==> src/rtl/apb_pkg.sv <==
// Shared APB types and constants for completer and master.
// State encoding, bus widths and fixed register indices.
package apb_pkg;

  localparam int DATA_W = 32;
  localparam int ADDR_W = 8;
  localparam int IDX_W  = 4;

  localparam logic [1:0] SLAVE_ID_DEF = 2'b01;

  localparam logic [IDX_W-1:0] IDX_STATUS = 4'd0;
  localparam logic [IDX_W-1:0] IDX_CTRL   = 4'd1;

  typedef enum logic [1:0] {
    IDLE,
    SETUP,
    WAIT,
    ACCESS
  } apb_state_e;

endpackage

==> src/rtl/apb_if.sv <==
// APB bus bundle with master/slave modports.
// Optional err signal exists only with APB_SLAVE_ERR_EN.
interface apb_if;
  import apb_pkg::*;

  logic [1:0]        sel;
  logic              enable;
  logic              write;
  logic [ADDR_W-1:0] addr;
  logic [DATA_W-1:0] wdata;
  logic [DATA_W-1:0] rdata;
  logic              ready;

`ifdef APB_SLAVE_ERR_EN
  logic              err;

  modport master (
    output sel, enable, write, addr, wdata,
    input  rdata, ready, err
  );

  modport slave (
    input  sel, enable, write, addr, wdata,
    output rdata, ready, err
  );
`else
  modport master (
    output sel, enable, write, addr, wdata,
    input  rdata, ready
  );

  modport slave (
    input  sel, enable, write, addr, wdata,
    output rdata, ready
  );
`endif

endinterface

==> src/rtl/apb_regfile.sv <==
// Register bank: one write port, one read port, status at index 0.
// Indices at or above NUM_REGS read as zero and drop writes.
module apb_regfile
  import apb_pkg::*;
#(
  parameter int NUM_REGS = 8
) (
  input  logic              clk,
  input  logic              reset,
  input  logic              we,
  input  logic [IDX_W-1:0]  widx,
  input  logic [DATA_W-1:0] wdata,
  input  logic [IDX_W-1:0]  ridx,
  input  logic [DATA_W-1:0] status_in,
  output logic [DATA_W-1:0] rdata,
  output logic [DATA_W-1:0] ctrl
);

  logic [DATA_W-1:0] regs_q [1:NUM_REGS-1];

  always_ff @(posedge clk) begin
    if (reset) begin
      for (int i = 1; i < NUM_REGS; i++) begin
        regs_q[i] <= '0;
      end
    end else if (we) begin
      for (int i = 1; i < NUM_REGS; i++) begin
        if (widx == IDX_W'(i)) begin
          regs_q[i] <= wdata;
        end
      end
    end
  end

  always_comb begin
    rdata = '0;
    for (int i = 1; i < NUM_REGS; i++) begin
      if (ridx == IDX_W'(i)) begin
        rdata = regs_q[i];
      end
    end
    if (ridx == IDX_STATUS) begin
      rdata = status_in;
    end
  end

  assign ctrl = regs_q[IDX_CTRL];

endmodule

==> src/rtl/apb_slave.sv <==
// APB completer: Moore FSM, wait-state counter, register bank.
// Define APB_SLAVE_ERR_EN to add the err response.
module apb_slave
  import apb_pkg::*;
#(
  parameter logic [1:0] SLAVE_ID    = SLAVE_ID_DEF,
  parameter int         WAIT_CYCLES = 2,
  parameter int         NUM_REGS    = 8
) (
  input  logic              clk,
  input  logic              reset,
  apb_if.slave              bus,
  input  logic [DATA_W-1:0] status_in,
  output logic [DATA_W-1:0] ctrl_out
);

  localparam logic [3:0] WC_LOAD =
    (WAIT_CYCLES > 0) ? 4'(WAIT_CYCLES - 1) : 4'd0;

  apb_state_e        state_q, state_d;
  logic [3:0]        cnt_q, cnt_d;
  logic [IDX_W-1:0]  idx_q, idx_d;
  logic              wr_q, wr_d;
  logic [DATA_W-1:0] wdata_q, wdata_d;
  logic [DATA_W-1:0] rdata_q, rdata_d;
  logic [DATA_W-1:0] rf_rdata;
  logic [IDX_W-1:0]  rd_idx;
  logic              hit;

  assign hit = (bus.sel == SLAVE_ID);

  // Zero-wait reads load rdata straight from the live address.
  assign rd_idx = (state_q == SETUP) ? bus.addr[IDX_W-1:0] : idx_q;

  always_ff @(posedge clk) begin
    if (reset) begin
      state_q <= IDLE;
      cnt_q   <= '0;
      idx_q   <= '0;
      wr_q    <= 1'b0;
      wdata_q <= '0;
      rdata_q <= '0;
    end else begin
      state_q <= state_d;
      cnt_q   <= cnt_d;
      idx_q   <= idx_d;
      wr_q    <= wr_d;
      wdata_q <= wdata_d;
      rdata_q <= rdata_d;
    end
  end

  always_comb begin
    state_d = state_q;
    cnt_d   = cnt_q;
    idx_d   = idx_q;
    wr_d    = wr_q;
    wdata_d = wdata_q;
    rdata_d = rdata_q;
    unique case (state_q)
      IDLE: begin
        if (hit && !bus.enable) begin
          state_d = SETUP;
        end
      end
      SETUP: begin
        if (!hit) begin
          state_d = IDLE;
        end else if (bus.enable) begin
          idx_d   = bus.addr[IDX_W-1:0];
          wr_d    = bus.write;
          wdata_d = bus.wdata;
          if (WAIT_CYCLES > 0) begin
            state_d = WAIT;
            cnt_d   = WC_LOAD;
          end else begin
            state_d = ACCESS;
            if (!bus.write) begin
              rdata_d = rf_rdata;
            end
          end
        end
      end
      WAIT: begin
        if (!hit) begin
          state_d = IDLE;
          cnt_d   = '0;
        end else if (cnt_q == 4'd0) begin
          state_d = ACCESS;
          if (!wr_q) begin
            rdata_d = rf_rdata;
          end
        end else begin
          cnt_d = cnt_q - 4'd1;
        end
      end
      ACCESS: begin
        state_d = (hit && !bus.enable) ? SETUP : IDLE;
      end
      default: begin
        state_d = IDLE;
      end
    endcase
  end

  apb_regfile #(
    .NUM_REGS (NUM_REGS)
  ) u_regfile (
    .clk       (clk),
    .reset     (reset),
    .we        ((state_q == ACCESS) && wr_q),
    .widx      (idx_q),
    .wdata     (wdata_q),
    .ridx      (rd_idx),
    .status_in (status_in),
    .rdata     (rf_rdata),
    .ctrl      (ctrl_out)
  );

  assign bus.ready = (state_q == ACCESS);
  assign bus.rdata = rdata_q;

`ifdef APB_SLAVE_ERR_EN
  assign bus.err = (state_q == ACCESS) &&
                   (({1'b0, idx_q} >= 5'(NUM_REGS)) ||
                    (wr_q && (idx_q == IDX_STATUS)));
`endif

endmodule

==> src/flat_wrapper.sv <==
// flat-port wrapper written by rule: the top's interface ports become plain ports
module apb_slave_flat import apb_pkg::*;
#(
  parameter logic [1:0] SLAVE_ID    = SLAVE_ID_DEF,
  parameter int         WAIT_CYCLES = 2,
  parameter int         NUM_REGS    = 8
)
  (clk, reset, status_in, ctrl_out, bus_sel, bus_enable, bus_write, bus_addr, bus_wdata, bus_rdata, bus_ready);
  apb_if bus_i ();
  input  logic clk;
  input  logic reset;
  input  logic [DATA_W-1:0] status_in;
  output logic [DATA_W-1:0] ctrl_out;
  input wire logic [$bits(bus_i.sel)-1:0] bus_sel;
  input wire logic [$bits(bus_i.enable)-1:0] bus_enable;
  input wire logic [$bits(bus_i.write)-1:0] bus_write;
  input wire logic [$bits(bus_i.addr)-1:0] bus_addr;
  input wire logic [$bits(bus_i.wdata)-1:0] bus_wdata;
  output wire logic [$bits(bus_i.rdata)-1:0] bus_rdata;
  output wire logic [$bits(bus_i.ready)-1:0] bus_ready;
  assign bus_i.sel = bus_sel;
  assign bus_i.enable = bus_enable;
  assign bus_i.write = bus_write;
  assign bus_i.addr = bus_addr;
  assign bus_i.wdata = bus_wdata;
  assign bus_rdata = bus_i.rdata;
  assign bus_ready = bus_i.ready;
  apb_slave #(.SLAVE_ID(SLAVE_ID), .WAIT_CYCLES(WAIT_CYCLES), .NUM_REGS(NUM_REGS)) u_core (.clk(clk), .reset(reset), .bus(bus_i), .status_in(status_in), .ctrl_out(ctrl_out));
endmodule
==> config.mk <==
export PLATFORM = sky130hd
export DESIGN_NAME = apb_slave_flat
export DESIGN_NICKNAME = d
export VERILOG_FILES = /design/src/rtl/apb_pkg.sv /design/src/rtl/apb_if.sv /design/src/rtl/apb_regfile.sv /design/src/rtl/apb_slave.sv /design/src/flat_wrapper.sv
export SDC_FILE = /design/constraint.sdc
export NUM_CORES = 1
export LEC_CHECK = 0
export ABC_AREA = 1
export CAP_MARGIN = 20
export CORE_UTILIZATION = 51
export DETAILED_ROUTE_END_ITERATION = 10
export PLACE_DENSITY_LB_ADDON = 0.08
export SYNTH_ARGS = -nofsm -noshare
export SYNTH_HDL_FRONTEND = slang
export SYNTH_HIERARCHICAL = 1
export SYNTH_SLANG_ARGS = --single-unit
==> constraint.sdc <==
create_clock -name clk -period 5.2 [get_ports clk]
set_input_delay 1.3 -clock clk [delete_from_list [all_inputs] [get_ports clk]]
set_output_delay 1.3 -clock clk [all_outputs]
set_load 0.01 [all_outputs]
==> metrics <==
outcome complete, no violations; fin crit period ~3.6 ns; Hold Buf Count CTS 0; Buffers on Ports 138; Worst EP required 5.56 ns; clk_lat worst skew 0.52 ns; Slew Viols, Final 0; worst min-delay path category flip-flop to flip-flop; CP max FO 17; hold wc startpoint u_core/bus.rdata[5]; fillers 2,100; Clk pin slew, worst setup/hold paths 0.06 ns; post-route ant nets 0; H-tree levels 2; clk sinks 299; Post-DP Area between 0.01 and 0.015 mm²; total congestion overflow 0; Worst-Margin Slew around 1.2 ns; Distinct cells, synth 31; IO Pins between 100 and 150; Synth warnings 6; DR pass1 iterations 5; Synth top cells by count nor2_1, edfxtp_1, nand2_1; fin area between 0.015 and 0.02 mm²; CP Class input port to flip-flop; DR vias/cell between 5 and 6; TritonCTS buffer count 34; Die Ht roughly 160 µm; Final Skew about 0.011 ns; Final Hold Vio Count 0; Syn Std Cell Area 0.01309 mm²; # diodes 0; setup violators final 0; Die X between 150 and 200 µm; sequential element share of the synthesized area 0.6286; Area contributors post-synth edfxtp_1, dfxtp_1, nor2_1; Post-CTS Resized 0; core area roughly 0.025 mm²; Final HPWL DP 21,000 µm; Worst Path Arrival 3.92 ns; FF-to-FF End u_core/u_regfile/regs_q[0][91]; cell count after synthesis 1,362; initial core utilization 0.5198; ys async rst share 0; Syn Nets around 1,400; layout cells sized above 1 0.06911; Max IR drop VDD 0.1965 mV; Seq cells post-synth 299; final worst-path cycle share 0.6841; vias in the first global route between 9,000 and 10,000; relative slew slack 0.2296; unrepaired setup endpoints after global routing no; top-count cell post-synth nor2_1; FMAX approximately 0.28 GHz; WHS Endpoint u_core/bus.rdata[5]; EDFF count, synth roughly 220; max incr delay on CP 0.88 ns; Post-synth top flop edfxtp_1; CP Launch Type input port; Routed WL 34,820 µm; CTS max path bufs 3; clock root buffer clkbuf_16; WP buf/inv 3; hold path depth 2; std cell rows 58; Crit path max-delay family buffers and inverters; Residual DRC 0; # nets final ~1,500; Synth top area share 0.5139; total power 5.269 mW; Area Overhead vs Synth 19.54%; Max Cap Viol 0; leakage power approximately 5.4 nW; Setup TNS Final 0 ns; initial antenna violation count 0; syn avg cell area 9.611 µm²; flop2flop setup slack 2.05 ns; Worst Setup End Kind flip-flop; # Post-CTS Setup Buffers 0; Tot GR Track Use 0.2720; origin of the critical flop-to-flop path u_core/state_q[0]; die area 0.02631 mm²; Power Density 336.7 mW/mm²; CP cell instances clkdlybuf4s50_1, inv_1, nand4_1, buf_4, nor2_1; dominant cell type by area after synthesis edfxtp_1; Slowest cell on crit path nand4_1; Final Instance Count excl. Fillers 1,806; r2r worst-path depth 7; DR WL/cell 19.28 µm; CTS tree yes; GPL Wtd Cong 0.8128; routed vias approximately 10,000; largest net degree at the start of global routing a little over 70; DP Cell Count 1,744; Iter 0 DRT Violations 882; first-pass GRT wire length 53,960 µm
[worst reg2reg max path: stages (launching register included)]
cell and delay, ns:
dfxtp_1 0.45, nand2_1 0.13, nor2_1 0.28, inv_1 0.07
nor3_1 0.41, inv_1 0.23, o21ai_2 0.79, buf_4 0.45
[how the worst max path moves through the flow]
stage	startpoint	end	depth (start not counted)
2_1_floorplan	u_core/state_q[0]	u_core/u_regfile/regs_q[0][0]	6
3_3_place_gp	reset	u_core/u_regfile/regs_q[0][130]	5
3_5_place_dp	reset	u_core/u_regfile/regs_q[0][137]	5
4_1_cts	reset	u_core/u_regfile/regs_q[0][135]	5
5_1_grt	reset	u_core/u_regfile/regs_q[0][135]	5
6_report	reset	u_core/u_regfile/regs_q[0][138]	5
[flip-flops by register name, indices dropped and copies added (netlist names)]
| signal | cells |
|---|---|
| u_core/idx_q | 4 |
| u_core/wr_q | 1 |
| u_core/cnt_q | 4 |
| u_core/bus.rdata | 32 |
| u_core/state_q | 2 |
| u_core/u_regfile/regs_q | 224 |
| u_core/wdata_q | 32 |
[stage by stage]
step             util  worst slack [ns]  hold slack, ns
6_report       0.6214             1.643          0.4776
5_1_grt        0.6214             1.517          0.5052
4_1_cts        0.6214             1.700          0.4846
3_5_place_dp   0.5785             1.175          0.4715
3_3_place_gp   0.5785             1.241          0.4612
2_1_floorplan       -             1.339          0.4476
[cell usage in the layout (no fill, tap or decap), drive strengths merged, types with 4 or more instances in the layout]
| master | n |
|---|---|
| clkbuf | 51 |
| buf | 29 |
| nor2 | 387 |
| nand3 | 112 |
| clkinv | 11 |
| a21oi | 4 |
| nand4 | 65 |
| nor3 | 7 |
| nand2 | 165 |
| o211ai | 29 |
| or2 | 30 |
| edfxtp | 224 |
| o21ai | 77 |
| inv | 66 |
| clkdlybuf4s50 | 138 |
| dfxtp | 75 |
[power by group]
part	internal [mW]	switching, mW	total, mW
logic	0.115	0.196	0.311
registers	2.62	0.0243	2.65
clock network	1.39	0.924	2.31
[cells by family after synthesis]
family | share of synthesized area
flip-flops | 0.6286
AO/OA/AOI/OAI | 0.04903
XOR/XNOR | 0.0006692
buffers and inverters | 0.06691
AND/OR/NAND/NOR | 0.2539
adder cells (fa/ha/maj) | 0.0009557
[final cells by class]
cell class | count | area [µm²] | share of cell area
Clock buffer | 51 | 1008 | 0.06445
Clock inverter | 11 | 71.32 | 0.004558
Inverter | 67 | 251.5 | 0.01607
Multi-Input combinational cell | 881 | 4051 | 0.2589
Sequential cell | 299 | 8228 | 0.5258
Tap cell | 330 | 412.9 | 0.02639
Timing Repair Buffer | 167 | 1624 | 0.1038
[per-layer routing]
layer,share of wire,track usage,up-vias
li1,-,-,4746
met1,0.43,0.3752,4861
met2,0.48,0.4434,396
met3,0.074,0.04392,43
met4,0.020,0.08019,0
met5,0,0,-
Power figures use the tool's default switching activity.
